### src/rtl/fp_addsub.sv
// Sequential IEEE-754-style add/subtract with round-to-nearest-even, FTZ inputs and exception flags.
// Latency: done rises after edge 3+k+max(1,n) from the start edge (k align, n normalise shifts), after edge 1 for specials.
// Backpressure: result/flags held in DONE until ack; start is accepted only in IDLE.
module fp_addsub #(
    parameter int EXP_W = 8,
    parameter int MAN_W = 23
) (
    input  logic                 clk,
    input  logic                 rst,
    input  logic                 start,
    input  logic                 ack,
    input  logic                 sub,
    input  logic [EXP_W+MAN_W:0] a,
    input  logic [EXP_W+MAN_W:0] b,
    output logic [EXP_W+MAN_W:0] result,
    output logic                 done,
    output logic                 busy,
    output logic [2:0]           flags
);
    localparam int W   = 1 + EXP_W + MAN_W;
    localparam int MW  = MAN_W + 4;          // hidden + fraction + guard/round/sticky
    localparam int SW  = MW + 1;             // plus carry-out
    localparam int EW  = EXP_W + 1;          // spare bit catches exponent overflow
    localparam int CAP = MAN_W + 3;
    localparam int CW  = $clog2(MAN_W + 4);
    localparam logic [EXP_W-1:0] EXP_ONES = '1;
    localparam logic [EW-1:0]    EXP_MAX  = {1'b0, EXP_ONES};
    localparam logic [EW-1:0]    E_ONE    = EW'(1);
    localparam logic [CW-1:0]    C_ONE    = CW'(1);

    typedef enum logic [2:0] {IDLE, UNPACK, ALIGN, ADD, NORM, ROUND, DONE} state_t;

    state_t         state_q, state_d;
    logic [W-1:0]   a_q, b_q, result_q;
    logic           sub_q, sx_q, sy_q, rs_q, uf_q;
    logic [MW-1:0]  mx_q, my_q;
    logic [SW-1:0]  sum_q;
    logic [EW-1:0]  ex_q;
    logic [CW-1:0]  rem_q;
    logic [2:0]     flags_q;

    // Operand decode
    logic [EXP_W-1:0] ea, eb, diff;
    logic [MAN_W-1:0] fa, fb;
    logic             sa, sb, nan_a, nan_b, inf_a, inf_b, a_big, is_nan, special;
    logic [MW-1:0]    ma, mb;
    logic [CW-1:0]    k_c;
    logic [W-1:0]     special_res;

    always_comb begin
        ea      = a_q[W-2 -: EXP_W];
        eb      = b_q[W-2 -: EXP_W];
        fa      = a_q[MAN_W-1:0];
        fb      = b_q[MAN_W-1:0];
        sa      = a_q[W-1];
        sb      = b_q[W-1] ^ sub_q;
        nan_a   = (ea == EXP_ONES) && (fa != '0);
        nan_b   = (eb == EXP_ONES) && (fb != '0);
        inf_a   = (ea == EXP_ONES) && (fa == '0);
        inf_b   = (eb == EXP_ONES) && (fb == '0);
        ma      = (ea == '0) ? '0 : {1'b1, fa, 3'b000};
        mb      = (eb == '0) ? '0 : {1'b1, fb, 3'b000};
        a_big   = (ea >= eb);
        diff    = a_big ? (ea - eb) : (eb - ea);
        k_c     = (int'(diff) > CAP) ? CW'(CAP) : CW'(diff);
        is_nan  = nan_a | nan_b | (inf_a & inf_b & (sa != sb));
        special = nan_a | nan_b | inf_a | inf_b;
        if (is_nan)
            special_res = {1'b0, EXP_ONES, 1'b1, {(MAN_W-1){1'b0}}};
        else if (inf_a)
            special_res = {sa, EXP_ONES, {MAN_W{1'b0}}};
        else
            special_res = {sb, EXP_ONES, {MAN_W{1'b0}}};
    end

    // Magnitude add/subtract; x always holds the larger exponent
    logic [SW-1:0] sum_c;
    logic          sign_c;

    always_comb begin
        sum_c  = '0;
        sign_c = sx_q;
        if (sx_q == sy_q) begin
            sum_c = {1'b0, mx_q} + {1'b0, my_q};
        end else if (mx_q >= my_q) begin
            sum_c  = {1'b0, mx_q - my_q};
            sign_c = (mx_q != my_q) & sx_q;   // exact cancellation gives +0
        end else begin
            sum_c  = {1'b0, my_q - mx_q};
            sign_c = sy_q;
        end
    end

    // Normalisation decisions
    logic [SW-1:0] sum_shl;
    logic [EW-1:0] e_dec;
    logic          norm_zero, norm_carry, norm_ok, norm_uf, norm_exit;

    always_comb begin
        sum_shl    = sum_q << 1;
        e_dec      = ex_q - E_ONE;
        norm_zero  = (sum_q == '0);
        norm_carry = sum_q[SW-1];
        norm_ok    = sum_q[MW-1];
        norm_uf    = (e_dec == '0);
        norm_exit  = norm_zero | norm_carry | norm_ok | norm_uf | sum_shl[MW-1];
    end

    // Round to nearest even on guard/round/sticky
    logic [MAN_W+1:0] m_r;
    logic [MAN_W-1:0] man_out;
    logic [EW-1:0]    e_r;
    logic             rup, ovf;
    logic [W-1:0]     rnd_res;

    always_comb begin
        rup     = sum_q[2] & (sum_q[1] | sum_q[0] | sum_q[3]);
        m_r     = {1'b0, sum_q[MW-1:3]} + (MAN_W+2)'(rup);
        e_r     = m_r[MAN_W+1] ? (ex_q + E_ONE) : ex_q;
        man_out = m_r[MAN_W+1] ? m_r[MAN_W:1] : m_r[MAN_W-1:0];
        ovf     = (e_r >= EXP_MAX);
        if (uf_q)
            rnd_res = {rs_q, {(EXP_W+MAN_W){1'b0}}};
        else if (ovf)
            rnd_res = {rs_q, EXP_ONES, {MAN_W{1'b0}}};
        else
            rnd_res = {rs_q, e_r[EXP_W-1:0], man_out};
    end

    always_comb begin
        state_d = state_q;
        case (state_q)
            IDLE:    if (start) state_d = UNPACK;
            UNPACK:  if (special) state_d = DONE;
                     else if (diff != '0) state_d = ALIGN;
                     else state_d = ADD;
            ALIGN:   if (rem_q == C_ONE) state_d = ADD;
            ADD:     state_d = NORM;
            NORM:    if (norm_exit) state_d = ROUND;
            ROUND:   state_d = DONE;
            DONE:    if (ack) state_d = IDLE;
            default: state_d = IDLE;
        endcase
    end

    always_ff @(posedge clk) begin
        if (rst) begin
            state_q  <= IDLE;
            a_q      <= '0;
            b_q      <= '0;
            sub_q    <= 1'b0;
            sx_q     <= 1'b0;
            sy_q     <= 1'b0;
            mx_q     <= '0;
            my_q     <= '0;
            ex_q     <= '0;
            rem_q    <= '0;
            sum_q    <= '0;
            rs_q     <= 1'b0;
            uf_q     <= 1'b0;
            result_q <= '0;
            flags_q  <= '0;
        end else begin
            state_q <= state_d;
            case (state_q)
                IDLE: if (start) begin
                    a_q   <= a;
                    b_q   <= b;
                    sub_q <= sub;
                end
                UNPACK: begin
                    uf_q  <= 1'b0;
                    rem_q <= k_c;
                    if (special) begin
                        result_q <= special_res;
                        flags_q  <= {is_nan, 2'b00};
                    end else if (a_big) begin
                        ex_q <= {1'b0, ea};
                        sx_q <= sa;  mx_q <= ma;
                        sy_q <= sb;  my_q <= mb;
                    end else begin
                        ex_q <= {1'b0, eb};
                        sx_q <= sb;  mx_q <= mb;
                        sy_q <= sa;  my_q <= ma;
                    end
                end
                ALIGN: begin
                    // exponent is carried as the larger one; only the mantissa moves
                    my_q  <= {1'b0, my_q[MW-1:2], my_q[1] | my_q[0]};
                    rem_q <= rem_q - C_ONE;
                end
                ADD: begin
                    sum_q <= sum_c;
                    rs_q  <= sign_c;
                end
                NORM: begin
                    if (norm_zero) begin
                        ex_q <= '0;
                    end else if (norm_carry) begin
                        sum_q <= {1'b0, sum_q[SW-1:2], sum_q[1] | sum_q[0]};
                        ex_q  <= ex_q + E_ONE;
                    end else if (!norm_ok) begin
                        if (norm_uf) begin
                            uf_q  <= 1'b1;
                            sum_q <= '0;
                            ex_q  <= '0;
                        end else begin
                            sum_q <= sum_shl;
                            ex_q  <= e_dec;
                        end
                    end
                end
                ROUND: begin
                    result_q <= rnd_res;
                    flags_q  <= {1'b0, ovf & ~uf_q, uf_q};
                end
                default: ;
            endcase
        end
    end

    assign result = result_q;
    assign flags  = flags_q;
    assign done   = (state_q == DONE);
    assign busy   = (state_q != IDLE) && (state_q != DONE);

endmodule
### config.mk
export PLATFORM = sky130hd
export DESIGN_NAME = fp_addsub
export DESIGN_NICKNAME = d
export VERILOG_FILES = /design/src/rtl/fp_addsub.sv
export SDC_FILE = /design/constraint.sdc
export NUM_CORES = 1
export LEC_CHECK = 0
export BUFFER_PORTS_ARGS = -buffer_cell sky130_fd_sc_hd__buf_2
export CAP_MARGIN = 20
export CELL_PAD_IN_SITES_DETAIL_PLACEMENT = 1
export CELL_PAD_IN_SITES_GLOBAL_PLACEMENT = 1
export CORE_AREA = 2 2 206 208
export CTS_BUF_LIST = sky130_fd_sc_hd__clkbuf_8
export CTS_CLUSTER_SIZE = 20
export DETAILED_ROUTE_END_ITERATION = 10
export DIE_AREA = 0 0 208 210
export GPL_ROUTABILITY_DRIVEN = 1
export GPL_TIMING_DRIVEN = 0
export PLACE_DENSITY = 0.63
export SYNTH_ARGS = -nofsm -noshare
export SYNTH_HDL_FRONTEND = slang
export SYNTH_SLANG_ARGS = --single-unit
### constraint.sdc
create_clock -name clk -period 4.1 [get_ports clk]
set_input_delay 0.41 -clock clk [delete_from_list [all_inputs] [get_ports clk]]
set_output_delay 0.41 -clock clk [all_outputs]
set_load 0.02 [all_outputs]
==> impl.org <==
** Clock network
- H-tree depth reported by CTS :: 4
- Master cell of the clock root buffer :: clkbuf_8
- CTS max path bufs :: 2
- Clock latency on the worst-skew pair, taken at its later pin, is 580 ps.
- The number of clock buffers added by TritonCTS is 17.
- Clock-pin slew was measured on the worst setup and hold paths at 110 ps.
- For this design, the sink count on the clock tree is 200.
- After clock tree synthesis, the flow added hold-fix buffers numbering 0.
- TritonCTS built the clock tree.

** Power and ir drop
- The worst-case IR drop observed on VDD is 409 uV.
- Overall power consumption after layout is estimated at 16.3 mW.
- Cell Pwr Density :: 1010 mW/mm2
- Share of power burned in the clock network :: 0.084
- Total internal power :: 6.90 mW
- The analysis attributes to net switching a power of between 9 and 10 mW.
- LEAKAGE :: 6.29 nW
- Flop pwr share :: 0.187
- Part of the power in combinational logic :: 0.729
- Of the total power, the share spent switching nets is 0.577.

** Setup path
- The startpoint identified for the worst register-to-register timing path is mx_q[9].
- Worst setup path startpoint :: mx_q[9]
- Data on the critical path arrives at its endpoint at 4470 ps.
- The worst setup path is of the flop to flop kind.
- The worst setup path is launched from a flop.
- Dominant delay contributor by cell family on the critical path :: simple AND/OR/NAND/NOR gates
- Among all stages on the critical path, the largest delay is contributed by dfxtp_1.
- The largest single stage delay on the critical path is ~470 ps.
- Among the stages of the critical path, the cell type that occurs most often is buf_2.
- Of all nets on the critical path, the largest fanout is 10.
- The signal on the critical path passes through inv_1, ha_1, buf_2, nand4_1, nor2_1, and4_1, nor4_1, clkbuf_2, nand2_2, buf_2, a2111oi_1, o31ai_2, mux2i_1, o31ai_1.
- The worst setup path is captured at a flop.
- Required time of the critical path :: 4540 ps
- Count of buffer and inverter cells on the critical path :: 4

** GRT
- Remaining Overflow, GRT :: 0
- Largest net degree at the start of global routing :: 19
- The number of global-route vias before repair was 15,600.
- The first global-routing pass estimated ~94,000 um of wire.
- For this run, the total global-route usage over all layers was measured as 0.278.
- Initial antenna violation count :: 1

** Yosys
- Yosys printed 0 warnings.
- Share of flip-flops with an asynchronous set or reset after synthesis :: 0
- Synth top area share :: 0.278
- Sorting the synthesized cells by how often they occur yields nand2_1 (242), a21oi_1 (202), dfxtp_1 (200).
- In this run the cell area of the synthesized design comes to 0.0144 mm2.
- Top cell type by total area after synthesis :: dfxtp_1
- The share of the Yosys chip area taken by registers is 0.278.
- Dominant cell by count in the synthesized netlist :: nand2_1
- Each instance of the synthesized netlist takes up on average approximately 7.4 um2.
- The cell count after synthesis came out at slightly below 2,000.
- Ys flop type :: dfxtp_1
- Flops & latches, synth :: 200
- Biggest area contributors in the synthesized netlist :: dfxtp_1 (28%), ha_1 (8.1%), a21oi_1 (7.0%), nand2_1 (6.3%), nor2_1 (4.9%)
- After synthesis, the netlist uses 86 different library cells.
- When the netlist entered floorplanning its net count stood at 2,123.
- Number of synthesized flops with an enable pin :: 0

** Floorplanning
- The initial utilization of the core area, before any placement, comes to 0.347.
- The floorplan step defined a core boundary enclosing between 0.04 and 0.05 mm2.
- Die Outline Area :: 0.0437 mm2
- Die span in y :: ~210 um
- The initialized floorplan defines 75 standard-cell rows.
- I/O Pins :: 106
- From left edge to right edge, the die measures 208 um.

** Timing
- Based on the critical path, the design can be clocked at up to 248 MHz.
- Final hold analysis gives a worst-case slack of 65.3 ps.
- Final-report hold violation count :: 0
- Subtracting the final worst setup slack from the clock period gives 4030 ps.
- Setup Skew :: 17.3 ps
- Headroom to the max-slew limit came out at 0.350.
- Tightest Pin Transition :: about 1000 ps
- RSZ-0062 raised after global routing :: no
- Setup violations, final :: 0
- In the final timing run, aggregate negative setup slack is 0 ps.
- Of the available clock period, the critical path in the final layout requires 0.984.
- Final worst slack :: between 60 and 70 ps
- The final number of max-transition violations was 0.

** Hold path
- The startpoint identified for the worst hold timing path is a[15].
- The worst hold path belongs to the class primary input to flop.

** Cells and area
- Leaving out filler cells and counting taps, the final layout contains between 2,000 and 3,000.
- Relative area change from synthesis to final layout :: 11.8%
- With fillers left out, the area of the finished cells amounts to roughly 0.016 mm2.
- The number of antenna diodes in the final layout is 0.
- In the final layout, the share of cells above drive strength 1 is 0.100.
- For this run, the post-layout net count is roughly 2,300.
- Once layout is complete, the utilization of the core stands at 0.388.

** Placement
- Worst slack at placement :: -297 ps
- Once detailed placement completed, the half-perimeter wirelength came to ~50,000 um.
- Number of buffer cells added on primary ports :: approximately 110
- Routability cong. :: 0.962
- Instance count after placement with tap cells included :: 2,604
- Instance area after placement :: 0.0156 mm2

** Detailed routing
- The pre-antenna-repair detailed-routing pass consisted of 7 iterations.
- Avg WL per Cell :: ~23 um
- In the routed layout, each cell is associated on average with a via count of just under 6.
- The final route contains around 15,000 vias.
- Remaining antenna violation count after routing :: 0
- The first routing iteration left 1,061 violations.
- Summed over all layers, the routed wires come to 61,000 um.
- DRC Markers :: 0

** Run status
- The run finished with clean final reports.

** Job
- The tool flagged a number of max-cap violations equal to 0.
[flip-flops by register name, indices dropped and copies added (netlist names)]
register and count:
rem_q 5, b_q 32, a_q 32, rs_q 1
state_q 3, flags 3, sub_q 1, sum_q 28
sy_q 1, ex_q 9, result 32, uf_q 1
mx_q 24, sx_q 1, my_q 27
[layer usage]
| metal | wire length (um) | global-route usage | up-vias |
|---|---|---|---|
| met5 | 0 | 0 | - |
| met4 | 1810 | 0.102 | 0 |
| met3 | 2430 | 0.0358 | 74 |
| met2 | 27700 | 0.449 | 356 |
| met1 | 29000 | 0.381 | 7611 |
| li1 | - | - | 7322 |
[cells in the final DEF (no fill, tap or decap), drive strengths merged, types with 8 or more instances in the layout]
master   count
a2111oi      9
a211oi      60
a21o        27
a21oi      202
a221o        8
a221oi      65
a22oi       17
a31oi       25
and2        13
and3        24
buf        143
clkbuf     137
dfxtp      200
ha          93
inv        106
mux2i       11
nand2      243
nand2b      15
nand3       38
nand4       28
nor2       188
nor2b       13
nor3        53
nor3b        8
nor4        29
nor4b        8
o211ai      13
o21a        13
o21ai      105
o21bai      14
o31ai       15
or2          9
or3         13
xnor2       36
xor2        22
[final timing paths]
check / end / slack [ps] / cells after the start
max: sum_q[21] / 70 / 14
max reg2reg: sum_q[21] / 70 / 14
min reg2reg: result[7] / 450 / 2
min: a_q[15] / 70 / 3
[worst reg2reg max path: cells and delay by family, from the launching register on]
family,cells,cell delay (ps)
fa+ha+maj,1,310
simple gates,5,1200
mux,1,190
buf+inv,4,1010
compound gates,3,710
flops,1,470
[cells by family after synthesis]
group                    synth area share
AND/OR/NAND/NOR                     0.231
AO/OA/AOI/OAI                       0.289
buffers and inverters              0.0688
flip-flops                          0.278
adder cells (fa/ha/maj)            0.0863
XOR/XNOR                           0.0353
multiplexers                       0.0116
[what timing repair did]
action	in CTS	in global routing
endpoints found under the setup margin	7	29
cloned	0	0
setup buffers	3	0
pin swaps	2	1
gates resized for setup	6	12
[cell type report]
class,instances,area (um2)
Fill cell,5299,25400
Clock inverter,13,139
Buffer,151,621
Multi-Input combinational cell,1505,9450
Inverter,101,379
Tap cell,539,674
Sequential cell,200,4010
Clock buffer,19,262
Timing Repair Buffer,111,571
[power by group through the flow]
stage               combinational [mW]  sequential (mW)  clock, mW
floorplan                         7.81             2.82          0
global placement                  11.3             3.04          0
detailed placement                11.4             3.07          0
CTS                               11.6             3.02       1.42
global route                      12.8             3.11       1.48
finish                            11.9             3.04       1.37
(Power assumes the default switching activity.)
